==> src/rtl/gaussian_pkg.sv <==
// Shared types and sizing helpers for the binomial Gaussian kernel generator.
package gaussian_pkg;

  typedef enum logic [1:0] {IDLE, BUILD, STREAM} kgen_state_t;

  localparam int DEF_MAX_SIZE = 7;
  localparam int DEF_FRAC_W   = 16;

  function automatic int sz_width(input int max_size);
    return $clog2(max_size + 1);
  endfunction

  // C(n,k) for n <= MAX_SIZE-1 never exceeds 2^(MAX_SIZE-1)-1 in the supported range.
  function automatic int bin_width(input int max_size);
    return max_size - 1;
  endfunction

  function automatic logic is_valid_size(input int n, input int max_size);
    return n[0] && (n >= 3) && (n <= max_size);
  endfunction

endpackage

==> src/rtl/binomial_row_gen.sv <==
// Pascal-triangle row builder: one row per step, entries 1..n updated in parallel.
module binomial_row_gen
  import gaussian_pkg::*;
#(
  parameter int MAX_SIZE = DEF_MAX_SIZE,
  parameter int SZ_W     = sz_width(MAX_SIZE),
  parameter int BIN_W    = bin_width(MAX_SIZE)
) (
  input  logic                              clk,
  input  logic                              reset,
  input  logic                              clear,
  input  logic                              step,
  input  logic [SZ_W-1:0]                   n,
  output logic [MAX_SIZE-1:0][BIN_W-1:0]    bin
);

  always_ff @(posedge clk or negedge reset) begin
    if (!reset) begin
      bin <= '0;
    end else if (clear) begin
      bin    <= '0;
      bin[0] <= BIN_W'(1);
    end else if (step) begin
      // Non-blocking reads of bin[k-1] see the previous row, so all k update together.
      for (int k = 1; k < MAX_SIZE; k++) begin
        if (k <= int'(n)) bin[k] <= bin[k] + bin[k-1];
      end
    end
  end

endmodule

==> src/rtl/gaussian_kernel_gen.sv <==
// Streams an odd NxN binomial Gaussian kernel, row-major, as Q0.FRAC_W coefficients
// whose sum is exactly 2^FRAC_W.
module gaussian_kernel_gen
  import gaussian_pkg::*;
#(
  parameter int MAX_SIZE = DEF_MAX_SIZE,
  parameter int FRAC_W   = DEF_FRAC_W,
  parameter int SZ_W     = sz_width(MAX_SIZE)
) (
  input  logic              clk,
  input  logic              reset,
  input  logic              start,
  input  logic              abort,
  input  logic [SZ_W-1:0]   size_cfg,
  output logic              busy,
  output logic              cfg_err,
  output logic              coef_valid,
  input  logic              coef_ready,
  output logic [FRAC_W-1:0] coef_data,
  output logic [SZ_W-1:0]   coef_row,
  output logic [SZ_W-1:0]   coef_col,
  output logic              coef_last,
  output logic              done
);

  localparam int BIN_W = bin_width(MAX_SIZE);
  localparam int SH_W  = $clog2(FRAC_W + 1);

  if (FRAC_W < 2 * (MAX_SIZE - 1)) begin : g_bad_frac
    $error("gaussian_kernel_gen: FRAC_W must be >= 2*(MAX_SIZE-1)");
  end
  if (MAX_SIZE < 3 || MAX_SIZE > 9 || MAX_SIZE % 2 == 0) begin : g_bad_size
    $error("gaussian_kernel_gen: MAX_SIZE must be odd, 3..9");
  end

  kgen_state_t                     state;
  logic [SZ_W-1:0]                 n_r, bld_cnt, row, col;
  logic [MAX_SIZE-1:0][BIN_W-1:0]  bin;
  logic                            ok_size, clear, step, xfer, at_last;
  logic [2*BIN_W-1:0]              prod;
  logic [SH_W-1:0]                 shamt;
  logic [FRAC_W-1:0]               scaled;

  assign ok_size = is_valid_size(int'(size_cfg), MAX_SIZE);
  assign clear   = (state == IDLE) && start && !abort && ok_size;
  assign step    = (state == BUILD) && (bld_cnt != n_r);
  assign xfer    = coef_valid && coef_ready;
  assign at_last = (row == n_r) && (col == n_r);

  binomial_row_gen #(.MAX_SIZE(MAX_SIZE), .SZ_W(SZ_W), .BIN_W(BIN_W)) u_bin (
    .clk   (clk),
    .reset (reset),
    .clear (clear),
    .step  (step),
    .n     (n_r),
    .bin   (bin)
  );

  // C(n,i)*C(n,j) sums to 4^n over the kernel, so a left shift by FRAC_W-2n normalises exactly.
  assign prod   = (2*BIN_W)'(bin[row]) * (2*BIN_W)'(bin[col]);
  assign shamt  = SH_W'(FRAC_W - 2 * int'(n_r));
  assign scaled = FRAC_W'(prod) << shamt;

  assign busy      = (state != IDLE);
  assign coef_data = coef_valid ? scaled : '0;
  assign coef_row  = row;
  assign coef_col  = col;
  assign coef_last = coef_valid && at_last;

  always_ff @(posedge clk or negedge reset) begin
    if (!reset) begin
      state      <= IDLE;
      n_r        <= '0;
      bld_cnt    <= '0;
      row        <= '0;
      col        <= '0;
      coef_valid <= 1'b0;
      done       <= 1'b0;
      cfg_err    <= 1'b0;
    end else begin
      done    <= 1'b0;
      cfg_err <= 1'b0;
      if (abort && state != IDLE) begin
        state      <= IDLE;
        coef_valid <= 1'b0;
        row        <= '0;
        col        <= '0;
      end else begin
        case (state)
          IDLE: begin
            if (start && !abort) begin
              if (ok_size) begin
                n_r     <= size_cfg - SZ_W'(1);
                bld_cnt <= '0;
                state   <= BUILD;
              end else begin
                cfg_err <= 1'b1;
              end
            end
          end
          BUILD: begin
            // One settle cycle after the n-th step before presenting data.
            if (bld_cnt == n_r) begin
              state      <= STREAM;
              coef_valid <= 1'b1;
              row        <= '0;
              col        <= '0;
            end else begin
              bld_cnt <= bld_cnt + SZ_W'(1);
            end
          end
          STREAM: begin
            if (xfer) begin
              if (at_last) begin
                state      <= IDLE;
                coef_valid <= 1'b0;
                done       <= 1'b1;
                row        <= '0;
                col        <= '0;
              end else if (col == n_r) begin
                col <= '0;
                row <= row + SZ_W'(1);
              end else begin
                col <= col + SZ_W'(1);
              end
            end
          end
          default: state <= IDLE;
        endcase
      end
    end
  end

endmodule

==> config.mk <==
export PLATFORM = sky130hd
export DESIGN_NAME = gaussian_kernel_gen
export DESIGN_NICKNAME = d
export VERILOG_FILES = /design/src/rtl/gaussian_pkg.sv /design/src/rtl/binomial_row_gen.sv /design/src/rtl/gaussian_kernel_gen.sv
export SDC_FILE = /design/constraint.sdc
export NUM_CORES = 1
export LEC_CHECK = 0
export ABC_AREA = 0
export CAP_MARGIN = 10
export CORE_ASPECT_RATIO = 2
export CORE_MARGIN = 5
export CORE_UTILIZATION = 40
export CTS_CLUSTER_DIAMETER = 150
export DETAILED_ROUTE_END_ITERATION = 10
export GPL_ROUTABILITY_DRIVEN = 1
export PLACE_DENSITY = 0.56
export RECOVER_POWER = 100
export SKIP_LAST_GASP = 1
export SYNTH_ARGS = -nofsm -noshare
export SYNTH_HDL_FRONTEND = slang
export SYNTH_SLANG_ARGS = --single-unit
==> constraint.sdc <==
create_clock -name clk -period 6.54 [get_ports clk]
set_input_delay 1.308 -clock clk [delete_from_list [all_inputs] [get_ports clk]]
set_output_delay 1.308 -clock clk [all_outputs]
set_load 0.01 [all_outputs]
* Word-level counts from Yosys, hierarchy flattened
Index checks and enable logic that the tools add are counted.
** Storage, ports and cells
- Register bits after elaboration :: 54
- Bits of input ports :: 8
- Output and inout port bits :: 27
- Logic and storage cells :: 135
** Operators by class
- $add $sub $neg :: 11
- Multiply operators :: 1
- Magnitude comparators :: 9
- Equality and inequality tests :: 15
- Shift-type cells :: 1
- Multiplexer cells :: 48
- Bitwise logic cells :: 1
- Reduce and logical (&&, ||, !) cells :: 34
** Operators by type and width (number)
- two-way mux 36 bit :: 2
- two-way mux 6 bit :: 8
- binary-select mux 6 bit (select 3 bit) :: 2
- two-way mux 3 bit :: 12
- adder 6 bit :: 5
- case mux 3 bit (2 select lines) :: 3
- nonzero test 2 bit :: 9
- two-way mux 16 bit :: 1
- left shift 12 x 5 -> 16 bit :: 1
- multiplier 6 x 6 -> 12 bit :: 1
- two-way mux 1 bit :: 12
- two-way mux 2 bit :: 6
- AND reduction 2 bit :: 6
- AND reduction 4 bit :: 3
- logical AND 1 bit :: 10
- AND reduction 5 bit :: 2
- adder 3 x 1 -> 3 bit (second input constant) :: 3
- equality test 3 bit :: 3
- <= comparator 3 bit (first input constant) :: 3
- < comparator 3 x 4 -> 1 bit (second input constant) :: 2
- adder 6 x 1 -> 6 bit :: 1
- <= comparator 2 x 3 -> 1 bit (first input constant) :: 2
- != test 3 x 1 -> 1 bit (second input constant) :: 2
- != test 3 bit (second input constant) :: 2
- 18 further kinds :: 19

* Logic depth before layout (Yosys ltp)
Gate-level depths: netlist of run 1.
- Depth in word-level cells :: 6
- Depth in mapped cells :: 22
- Gate-level depth less buffers :: 19

* Hierarchy
From an unflattened synthesis of run 1, not the netlist that was laid out.
** Second synthesis, totals
- Cells, all modules :: 696
- Area total of the unflattened synthesis :: 6004.5 um^2
** By module, submodules not included
- gaussian_kernel_gen :: times used 1, cells an instance 419, area an instance 3380.7 um^2, seq. area each 425.4 um^2
- binomial_row_gen :: times used 1, cells an instance 277, area an instance 2623.8 um^2, seq. area each 925.9 um^2

* Worst setup path after synthesis of run 1
Ideal clock, no wire load.
- Path type :: register to output
- Start :: reg col[1] (netlist: coef_col[1])
- End :: out coef_data[9]
- Arrival time :: 4.869 ns
- Data required time :: 5.232 ns
- Path slack :: 0.363 ns
- Cell stages (with the launch flop) :: 19
- Buffers on the path :: 2
- Cells stage by stage :: dfrtp_1 > buf_6 > buf_2 > mux2_2 > a22oi_1 > o21a_1 > nor2_1 > fa_1 > fa_1 > inv_1 > fa_1 > inv_1 > ha_1 > or2_1 > o311a_1 > o21ai_1 > nor3b_1 > o211ai_1 > a221oi_1
** Between the ends
- Longest elaborated chain between the ends :: 5
** RTL lines
- start: declaration :: RTL line gaussian_kernel_gen.sv:37 : logic [SZ_W-1:0] n_r, bld_cnt, row, col;
- start signal: assignment :: RTL line gaussian_kernel_gen.sv:124 : col <= col + SZ_W'(1);
- binary-select mux 6 bit (select 3 bit) :: RTL line gaussian_kernel_gen.sv:60 : assign prod = (2*BIN_W)'(bin[row]) * (2*BIN_W)'(bin[col]);
- two-way mux 6 bit (not written as such) :: RTL line gaussian_kernel_gen.sv:60
- multiplier 6 x 6 -> 12 bit :: RTL line gaussian_kernel_gen.sv:60
- left shift 12 x 5 -> 16 bit :: RTL line gaussian_kernel_gen.sv:62 : assign scaled = FRAC_W'(prod) << shamt;
- two-way mux 16 bit :: RTL line gaussian_kernel_gen.sv:65 : assign coef_data = coef_valid ? scaled : '0;
- end: declaration :: RTL line gaussian_kernel_gen.sv:19 : output logic [FRAC_W-1:0] coef_data,
No other way between the ends. The select of a mux whose other input is x is not followed.

* Worst setup path in the final report of run 1
- Start :: reg col[1] (netlist: coef_col[1])
- End :: out coef_data[13]
Same word-level chain as after synthesis.

==> summary.txt, run 1 <==
Floorplan
  • Core footprint: 14800 µm²
  • Die H: about 180 µm
  • Row Count: between 60 and 70
  • Horiz. Die Dim: 96.7 µm
  • Die area: 17700 µm²
  • Num ports: 35
  • Initial Utilization: between 40% and 50%

Timing
  • Setup Viol. Count Final: 0
  • Relative slew margins: -106%
  • Unrepaired setup endpoints after global routing: true
  • Tcrit/Tclk final: 99.6%
  • Worst slew pin tran: slightly above 3 ns
  • Final Skew: between 0.015 and 0.02 ns
  • Min Tclk post-route: 6.51 ns
  • Fmax: ~0.15 GHz
  • Slew Viols, Final: between 50 and 60
  • Fin worst setup slack: about 0.027 ns
  • Hold Violations, Final: 0

Clock network
  • CTS tree: built
  • Total CTS buffers: 5
  • Clock buffer depth: 2
  • Clock Pin Slew Worst Setup and Hold Paths: 0.09 ns
  • Worst-Skew Late Latency: 0.31 ns
  • Clk sinks: 54
  • H-tree levels: 2
  • Root buffer cell: clkbuf_16

Global routing
  • Vias in the first global route: just over 6000
  • Global-route wire length before repair: 31.3 mm
  • GRT Total Usage: 22.0%
  • Largest net degree at the start of global routing: 55
  • Gr ovfl total: 0
  • Initial antenna violation count: 0

Final layout
  • Nets@finish: a little over 900
  • Fill cells: around 1500
  • ANT cells: 0
  • Multi-input logic area: 4580 µm²
  • Finished Core Util: between 50% and 60%
  • Area Overhead vs Synth: 27.4%
  • Register area: between 1000 and 1500 µm²
  • Share of cells above drive strength 1: 26.7%

Logic synthesis
  • FF+latch count, synth: 54
  • Post-synth top flop: dfrtp_1
  • Post-synth top cells: nand2_1, nor2_1, dfrtp_1, ha_1, inv_1
  • Post-Synthesis Cell Area: 6020 µm²
  • Yosys warns: 0
  • Number of synthesized flops with an enable pin: 0
  • Mapped Cells: 710
  • Netlist cell types: 76
  • Cell taking the most area after synthesis: dfrtp_1
  • Async SR Flop Fraction: 100%
  • Synthesized net count: 794
  • Top cells by area, synth: dfrtp_1, ha_1, fa_1
  • Syn Area/Cell: ~8.5 µm²
  • Top cell type's share of synthesized area: between 20 and 25%
  • Most frequent cell after synthesis: nand2_1
  • Seq/Total Area, Yosys: 22.5%

Status
  • Failing checks: capacitance limit, slew limit
  • Status: complete, but fails checks

Worst setup path
  • Reg2Reg Launch Point: n_r[0]
  • Worst flop-to-flop path endpoint: u_bin.bin[24]
  • Req. time, crit path: 5.23 ns
  • Crit start category: flop
  • Worst-case reg-to-reg path depth: 8
  • Critical Path AT: 5.20 ns
  • Crit path capture type: output port
  • Critical path class: reg -> out
  • R2R Setup Slk: about 4.2 ns
  • Crit Path Max Fanout: 6

Placed design
  • RePlAce Congestion: 0.918
  • Setup WS pre-CTS: -0.374 ns
  • Port buffer count: 34
  • Dpl hpwl: ~16 mm

Routing
  • Drt first pass iters: 4
  • Final ANT Viol Nets: 0
  • Drt drc: 0
  • Final wirelength: just under 20 mm
  • Wire length per cell: 19.2 µm
  • First DRT Iteration DRCs: roughly 280
  • Vias: about 5700
  • Via/cell ratio: approximately 5.6

Power and ir drop
  • Leakage: roughly 3.5 nW
  • Tot Pwr: just under 0.002 W
  • Pwr/cell area: ~260 nW/µm²
  • Worst vdd ir: between 0.0001 and 0.00015 V

Worst hold path
  • Hold_sp: bld_cnt[2]
  • Hold endpoint: bld_cnt[2]
  • Hold Path Cell Cnt: 1
  • Hold Crit Class: reg -> reg

Job
  • Maxcap violations: 1
-- registers in the layout (all words and copies together) (netlist names) --
| name | count |
|---|---|
| coef_col | 3 |
| coef_row | 3 |
| coef_valid | 1 |
| bld_cnt | 3 |
| cfg_err | 1 |
| n_r | 3 |
| done | 1 |
| state | 2 |
| u_bin.bin | 37 |
-- worst max-delay path by stage --
stage / start / to / slack (ns) / depth (start not counted)
6_report: coef_col[1] / coef_data[13] / 0.03 / 16
5_1_grt: coef_row[1] / coef_data[8] / -0.13 / 22
4_1_cts: coef_row[1] / coef_data[13] / -0.05 / 21
3_5_place_dp: coef_col[1] / coef_data[13] / -0.37 / 19
3_3_place_gp: coef_col[1] / coef_data[9] / -0.30 / 18
2_1_floorplan: coef_col[1] / coef_data[9] / 0.36 / 18
-- through the flow --
stage / TNS, ns / cell area (µm²) / hold WS [ns] / instances
3_5_place_dp: -3.09 / 7060 / 0.488 / 990
5_1_grt: -0.443 / 7660 / 0.522 / 1018
4_1_cts: -0.0485 / 7450 / 0.502 / 1007
3_3_place_gp: -2.53 / 7060 / 0.476 / 990
6_report: 0 / 7660 / 0.502 / 1018
2_1_floorplan: 0 / 6020 / 0.461 / 710
-- layout by cell type (no fill, tap or decap), drive strengths merged, types with 3 or more instances in the layout --
| cell | instances |
|---|---|
| a211oi | 13 |
| a21o | 13 |
| a21oi | 34 |
| a22oi | 9 |
| a31oi | 5 |
| and2 | 3 |
| and2b | 3 |
| buf | 110 |
| clkbuf | 9 |
| clkdlybuf4s50 | 17 |
| dfrtp | 54 |
| dlygate4sd3 | 5 |
| fa | 22 |
| ha | 54 |
| inv | 54 |
| mux2 | 11 |
| mux2i | 27 |
| mux4 | 3 |
| nand2 | 72 |
| nand2b | 11 |
| nand3 | 17 |
| nand4 | 7 |
| nor2 | 71 |
| nor2b | 11 |
| nor3 | 12 |
| nor3b | 4 |
| nor4 | 3 |
| o211ai | 4 |
| o21a | 7 |
| o21ai | 51 |
| o21bai | 5 |
| o311a | 3 |
| o31a | 3 |
| o31ai | 11 |
| o41ai | 3 |
| or2 | 16 |
| or3 | 3 |
| xnor2 | 24 |
| xor2 | 10 |
-- metal layers --
| layer | part of all wire, % | GRT usage, % |
|---|---|---|
| met1 | 33 | 19.9 |
| met2 | 59 | 46.4 |
| met3 | 2.2 | 1.86 |
| met4 | 6.1 | 11.7 |
| met5 | 0 | 0 |
-- cell type report --
class,count,area share (%)
timing repair buffer,139,14.5
multi-input combinational,569,59.8
clock buffer,5,1.63
tap,195,3.18
clock inverter,3,0.620
sequential,54,17.7
inverter,53,2.60
-- repair_timing --
| item | 4_1_cts | 5_1_grt |
|---|---|---|
| buffers inserted | 9 | 10 |
| cloned | 0 | 1 |
| pin swaps | 23 | 36 |
| resized for setup | 62 | 60 |
| hold buffers | 0 | 0 |
| setup endpoints to repair | 12 | 12 |
-- power by group --
part / switching [W] / total [W] / internal (W)
Clock: 0.000141 / 0.000324 / 0.000183
Combinational: 0.000603 / 0.00107 / 0.000470
Sequential: 0.000137 / 0.000562 / 0.000426
-- cells by family (layout without fill, tap and decap cells) --
logic type,Yosys count,count (layout),synth area share [%]
buf+inv,87,200,6.26
compound gates,177,177,20.4
simple gates,241,241,19.7
mux,41,41,7.67
xor+xnor,34,34,4.95
flops,54,54,22.5
fa+ha+maj,76,76,18.6
-- critical path, cell delays in order, from the launching register on --
cell	delay [ns]
dfrtp_2	0.48
buf_6	0.16
mux2i_1	0.12
mux4_2	0.54
or2_4	0.28
fa_1	0.55
fa_1	0.43
fa_1	0.53
inv_2	0.05
ha_4	0.17
buf_4	0.13
o311a_4	0.40
o2111a_1	0.28
a211oi_2	0.28
o32ai_1	0.14
o21a_1	0.21
buf_2	0.13
No activity file was read; power rests on OpenSTA's default activity.
==> inputs of run 2 (changes only) <==
Settings changed: CORE_MARGIN 5 to unset.
Clock period 6.54 ns to 7.84 ns, I/O delays scaled along.
==> run 2 against run 1 <==
Against the previous run:
- the flow still finishes with violations (capacitance limit, slew limit)
- critical path depth decreased by 2
- via count decreased by 7.0%
- final cell count decreased by 9.5%
- sequential share of layout area increased by 2.8 points
- critical path type unchanged
==> summary.txt, run 2 (same netlist as run 1, synthesis figures left out) <==
Status
  • Status: complete, but fails checks
  • Failing checks: capacitance limit, slew limit

Global routing
  • Largest net degree at the start of global routing: between 50 and 60
  • GRT Total Usage: between 20% and 30%
  • Vias in the first global route: around 5500
  • Gr ovfl total: 0
  • Global-route wire length before repair: 27.9 mm
  • Initial antenna violation count: 0

Final layout
  • Largest register FFs: 37
  • Largest register by flop count: u_bin.bin
  • Post-route insts no fill: between 900 and 1000
  • Finished Core Util: between 40% and 50%
  • Most frequent cells in the layout: nand2_1, nor2_1, ha_1
  • Area Overhead vs Synth: 9.88%
  • Share of cells above drive strength 1: under 10%
  • Nets@finish: 809
  • ANT cells: 0
  • Fill cells: roughly 1500

Timing
  • Relative slew margins: -108%
  • Worst slew pin tran: 3.12 ns
  • Fmax: 0.131 GHz
  • Tcrit/Tclk final: between 90% and 100%
  • Setup Viol. Count Final: 0
  • Min Tclk post-route: around 7.6 ns
  • Final Skew: roughly 0.011 ns
  • Setup TNS: 0 ns
  • Slew Viols, Final: slightly below 90
  • Unrepaired setup endpoints after global routing: false
  • Hold Violations, Final: 0

Floorplan
  • Horiz. Die Dim: 88.7 µm
  • Die area: 15600 µm²
  • Row Count: 63
  • Core footprint: 14700 µm²
  • Num ports: 35
  • Die H: around 180 µm
  • Initial Utilization: between 40 and 50%

Routing
  • Wire length per cell: 19.0 µm
  • First DRT Iteration DRCs: 312
  • Via/cell ratio: around 5.8
  • Drt first pass iters: 4
  • Vias: between 5000 and 6000
  • Drt drc: 0
  • Final ANT Viol Nets: 0
  • Final wirelength: about 18 mm

Worst setup path
  • Crit path capture type: output port
  • Critical path class: reg -> out
  • Critical Path AT: ~6.1 ns
  • Crit start category: flop
  • Req. time, crit path: 6.27 ns
  • Crit Path Max Fanout: 10
  • Worst-case reg-to-reg path depth: 7

Clock network
  • Worst-Skew Late Latency: roughly 0.30 ns
  • H-tree levels: 2
  • Clk sinks: between 50 and 60
  • Total CTS buffers: 5
  • Root buffer cell: clkbuf_16
  • CTS tree: built
  • Clock Pin Slew Worst Setup and Hold Paths: ~0.080 ns
  • Clock buffer depth: 2

Power and ir drop
  • Leakage: about 2.9 nW
  • Worst vdd ir: between 0.0001 and 0.00015 V
  • Pwr/cell area: roughly 220 nW/µm²

Placed design
  • RePlAce Congestion: just under 0.9
  • Port buffer count: 34
  • Dpl hpwl: 13.9 mm
  • Placed cell count: a little over 900

Worst hold path
  • Hold Path Cell Cnt: 1
  • Hold Crit Class: reg -> reg

Job
  • Maxcap violations: 2
-- run 2: changes by cell type in the layout (fill, tap and decap cells not counted), sizes merged --
cell | previous run | this run
buf | 110 | 5
bufinv | 1 | 0
clkbuf | 9 | 10
clkdlybuf4s50 | 17 | 18
clkinv | 1 | 2
dlygate4sd2 | 1 | 0
dlygate4sd3 | 5 | 15
dlymetal6s2s | 2 | 0
inv | 54 | 53
-- run 2: per-layer routing --
layer	GRT usage [%]	vias up	wire, µm
li1	-	2539	-
met3	2.30	65	439
met5	0	-	0
met2	44.4	144	9660
met1	23.7	2581	6240
met4	17.0	0	1200
-- run 2: per-stage QoR --
step | power (W) | instance area [µm²] | hold WS (ns) | setup slack (ns)
final | 0.00148 | 6610 | 0.497 | 0.223
after detailed placement | 0.00126 | 6490 | 0.494 | 0.476
after global placement | 0.00124 | 6490 | 0.484 | 0.579
after CTS | 0.00150 | 6630 | 0.505 | 0.136
after floorplan | 0.00103 | 6020 | 0.461 | 1.40
after global routing | 0.00161 | 6610 | 0.521 | 0.0262
-- run 2: worst paths after layout --
kind / to / startpoint / slack (ns)
max: coef_data[7] / coef_row[0] / 0.22
min: bld_cnt[2] / bld_cnt[2] / 0.50
max reg2reg: u_bin.bin[25] / n_r[0] / 4.15
min reg2reg: bld_cnt[2] / bld_cnt[2] / 0.50
max in group asynchronous: coef_row[1] / reset / 3.45
min in group asynchronous: u_bin.bin[41] / reset / 2.38
-- run 2: final cells by class --
class / count / area [µm²] / share of cell area (%)
multi-input cells: 569 / 4280 / 64.7
flip-flops and latches: 54 / 1350 / 20.5
repair buffers: 42 / 393 / 5.94
well taps: 195 / 244 / 3.69
inverters: 53 / 199 / 3.01
clock buffers: 6 / 129 / 1.95
clock inverters: 2 / 13.8 / 0.208
-- run 2: report_power, final --
part / total, W / leakage, nW / switching, W / internal, W
clock network: 0.000226 / 0.0708 / 0.000107 / 0.000119
registers: 0.000504 / 0.708 / 0.000148 / 0.000355
logic: 0.000749 / 2.16 / 0.000421 / 0.000329
total: 0.00148 / 2.94 / 0.000676 / 0.000803
-- run 2: timing repair --
action                     in CTS  in global routing
hold buffers                    0                  0
setup buffers                   0                  0
setup endpoints to repair       0                  6
resized for setup               0                  6
-- run 2: critical path: stages, from the launching register on --
cell	delay, ns
dfrtp_1	0.59
buf_4	0.26
mux4_2	0.66
nand2b_1	0.25
fa_1	0.52
fa_1	0.51
fa_1	0.54
inv_1	0.04
ha_1	0.33
nor2b_1	0.16
o31ai_1	0.30
xnor2_1	0.27
mux4_2	0.54
nor2b_1	0.14
dlygate4sd3_1	0.62
==> inputs of run 3 (changes only) <==
Settings changed: SLEW_MARGIN set to 20, SYNTH_HIERARCHICAL set to 1.
==> run 3 against run 2 <==
Against the previous run:
- the flow still finishes with violations (capacitance limit, slew limit)
- hold slack better by 0.078 ns
- first-iteration DRC count is 37% lower
- register-to-register slack better by 0.39 ns
- sequential power is 4.8% higher
- combinational power is 67% higher
- total power is 39% higher
- via count is 3.5% lower
- clock skew hardly changed
- critical path depth is 3 higher
- sequential share of layout area is 0.16 points lower
- clock-buffer cell count is 1 lower
- critical path type unchanged
- largest cell class unchanged
==> summary.txt, run 3 <==
Final layout
  • Area Overhead vs Synth: 11.2%
  • Finished Core Util: between 40% and 50%
  • Largest register by flop count: u_bin/bin
  • Most frequent cells in the layout: nor2_1, a21oi_1, inv_1
  • Nets@finish: about 800
  • ANT cells: 0
  • Largest register FFs: 37
  • Register area: 1360 µm²
  • Multi-input logic area: 4250 µm²
  • Share of cells above drive strength 1: a little under a tenth
  • Most common cell after layout, fill and taps aside: nor2_1
  • Fill cells: 1490

Floorplan
  • Die area: between 15000 and 20000 µm²
  • Core footprint: 14700 µm²
  • Row Count: 63
  • Die H: approximately 180 µm
  • Initial Utilization: 40.7%
  • Horiz. Die Dim: about 89 µm
  • Num ports: 35

Clock network
  • Total CTS buffers: 5
  • H-tree levels: 2
  • Clock buffer depth: 2
  • Post-CTS Hold Buffers: 0
  • CTS tree: built
  • Worst-Skew Late Latency: 0.30 ns
  • # Post-CTS Setup Buffers: 0
  • Clock Pin Slew Worst Setup and Hold Paths: approximately 0.08 ns
  • Clk sinks: 54
  • Root buffer cell: clkbuf_16

Logic synthesis
  • Mapped Cells: approximately 700
  • Most frequent cell after synthesis: nor2_1
  • Post-synth top cells: nor2_1, a21oi_1, inv_1
  • Seq/Total Area, Yosys: about 23%
  • Number of synthesized flops with an enable pin: 0
  • Netlist cell types: 67
  • Syn Area/Cell: roughly 8.6 µm²
  • Async SR Flop Fraction: 100%
  • Top cells by area, synth: dfrtp_1, ha_1, fa_1
  • Cell taking the most area after synthesis: dfrtp_1
  • FF+latch count, synth: 54
  • Post-Synthesis Cell Area: around 6000 µm²
  • Top cell type's share of synthesized area: ~23%
  • Post-synth top flop: dfrtp_1
  • Yosys warns: 6

Global routing
  • Largest net degree at the start of global routing: 55
  • Vias in the first global route: around 5400
  • Global-route wire length before repair: roughly 28 mm
  • GRT Total Usage: about 24%
  • Initial antenna violation count: 0
  • Gr ovfl total: 0

Timing
  • Setup Viol. Count Final: 0
  • Relative slew margins: -108%
  • Tcrit/Tclk final: between 90% and 100%
  • Worst slew pin tran: 3.11 ns
  • Unrepaired setup endpoints after global routing: false
  • Min Tclk post-route: 7.55 ns
  • Fmax: 0.132 GHz
  • Slew Viols, Final: ~110
  • Hold Violations, Final: 0
  • Final Skew: around 0.011 ns
  • Fin worst setup slack: just under 0.3 ns
  • Setup TNS: 0 ns

Placed design
  • Port buffer count: 34
  • RePlAce Congestion: ~0.9
  • Setup WS pre-CTS: about 0.30 ns
  • Dpl hpwl: about 14 mm

Worst setup path
  • Crit-path most repeated cell: fa_1
  • Req. time, crit path: around 6.3 ns
  • CP top delay family: adder cells
  • Critical path, cell by cell: mux4_2 -> nor2_1 -> a21o_1 -> nor2_1 -> fa_1 -> fa_1 -> inv_1 -> fa_1 -> inv_1 -> ha_1 -> and3_1 -> o31a_1 -> a311oi_1 -> mux2_2 -> a21oi_2 -> a32o_1 -> dlygate4sd3_1
  • CP max stage cell: dlygate4sd3_1
  • Critical path class: reg -> out
  • Critical Path AT: 5.98 ns
  • Worst path max stage delay: ~0.61 ns
  • Crit start category: flop
  • Crit Path Max Fanout: 12
  • Crit path buffers/inverters: 3
  • Crit path capture type: output port

Routing
  • Final wirelength: 17.8 mm
  • Via/cell ratio: about 5.6
  • First DRT Iteration DRCs: around 200
  • Drt first pass iters: 4
  • Drt drc: 0
  • Vias: 5144
  • Wire length per cell: about 20 µm
  • Final ANT Viol Nets: 0

Power and ir drop
  • Tot Pwr: roughly 0.002 W
  • Internal Pwr Total: 0.00103 W
  • Pwr/cell area: approximately 310 nW/µm²
  • Leakage: about 3.2 nW
  • Flop pwr share: 25.7%
  • Clock power frac: around an eighth
  • Worst vdd ir: ~0.00013 V
  • P_sw: 0.00103 W
  • Combinational Power Share: between 60 and 70%
  • Sw frac: around 50%

Worst hold path
  • Hold Crit Class: reg -> reg

Job
  • Maxcap violations: 2

Status
  • Status: complete, but fails checks
  • Failing checks: capacitance limit, slew limit
==> run 3: metrics by stage <==
stage / cell area [µm²] / hold slack (ns) / std cells
after floorplan: 6020 / 0.482 / 700
after global placement: 6520 / 0.552 / 908
after detailed placement: 6520 / 0.561 / 908
after CTS: 6700 / 0.582 / 916
after global routing: 6680 / 0.617 / 916
final: 6680 / 0.575 / 916
==> run 3: layout make-up <==
type | count | share of cell area (%)
multi-input combinational | 553 | 63.7
sequential | 54 | 20.3
timing repair buffer | 48 | 6.43
tap | 195 | 3.66
inverter | 58 | 3.26
clock buffer | 5 | 1.87
clock inverter | 3 | 0.731
==> run 3: worst paths after layout <==
check / end / slack (ns) / startpoint / cells after the start
setup / recovery: coef_data[10] / 0.29 / coef_row[0] / 17
hold / removal: bld_cnt[2] / 0.58 / bld_cnt[2] / 2
setup reg to reg: u_bin/bin[35] / 4.54 / n_r[1] / 7
hold reg to reg: bld_cnt[2] / 0.58 / bld_cnt[2] / 2
max in group asynchronous: coef_col[0] / 3.46 / reset / 2
min in group asynchronous: u_bin/bin[6] / 2.38 / reset / 2
==> run 3: power by group through the flow <==
stage,logic (W),clock network (W),registers [W]
after floorplan,0.000933,0,0.000451
after global placement,0.00121,0,0.000531
after detailed placement,0.00125,0,0.000537
after CTS,0.00125,0.000278,0.000531
after global routing,0.00140,0.000287,0.000546
final,0.00125,0.000272,0.000528
==> run 3: cells by family after synthesis <==
group / synth area share (%)
AO/OA/AOI/OAI: 17.3
XOR/XNOR: 5.69
adder cells (fa/ha/maj): 18.4
buffers and inverters: 6.71
flip-flops: 22.5
multiplexers: 10.4
other: 0.0625
AND/OR/NAND/NOR: 18.9
==> run 3: metal layers <==
metal / global-route usage [%] / vias up / part of all wire, %
li1: - / 2469 / -
met1: 22.9 / 2520 / 33
met2: 47.7 / 108 / 57
met3: 2.35 / 47 / 2.4
met4: 15.7 / 0 / 6.7
met5: 0 / - / 0
==> run 3: what timing repair did <==
item	4_1_cts	5_1_grt
hold endpoints to repair	0	0
setup endpoints to repair	2	9
gates resized for setup	1	6
==> run 3: worst reg2reg max path: stages (launching register included) <==
cell and delay [ns]:
dfrtp_1 0.79, xnor2_1 0.22, and3_1 0.21, nor3_1 0.73
and2_1 0.40, o21ai_2 0.18, nor3b_2 0.29, mux2_1 0.36
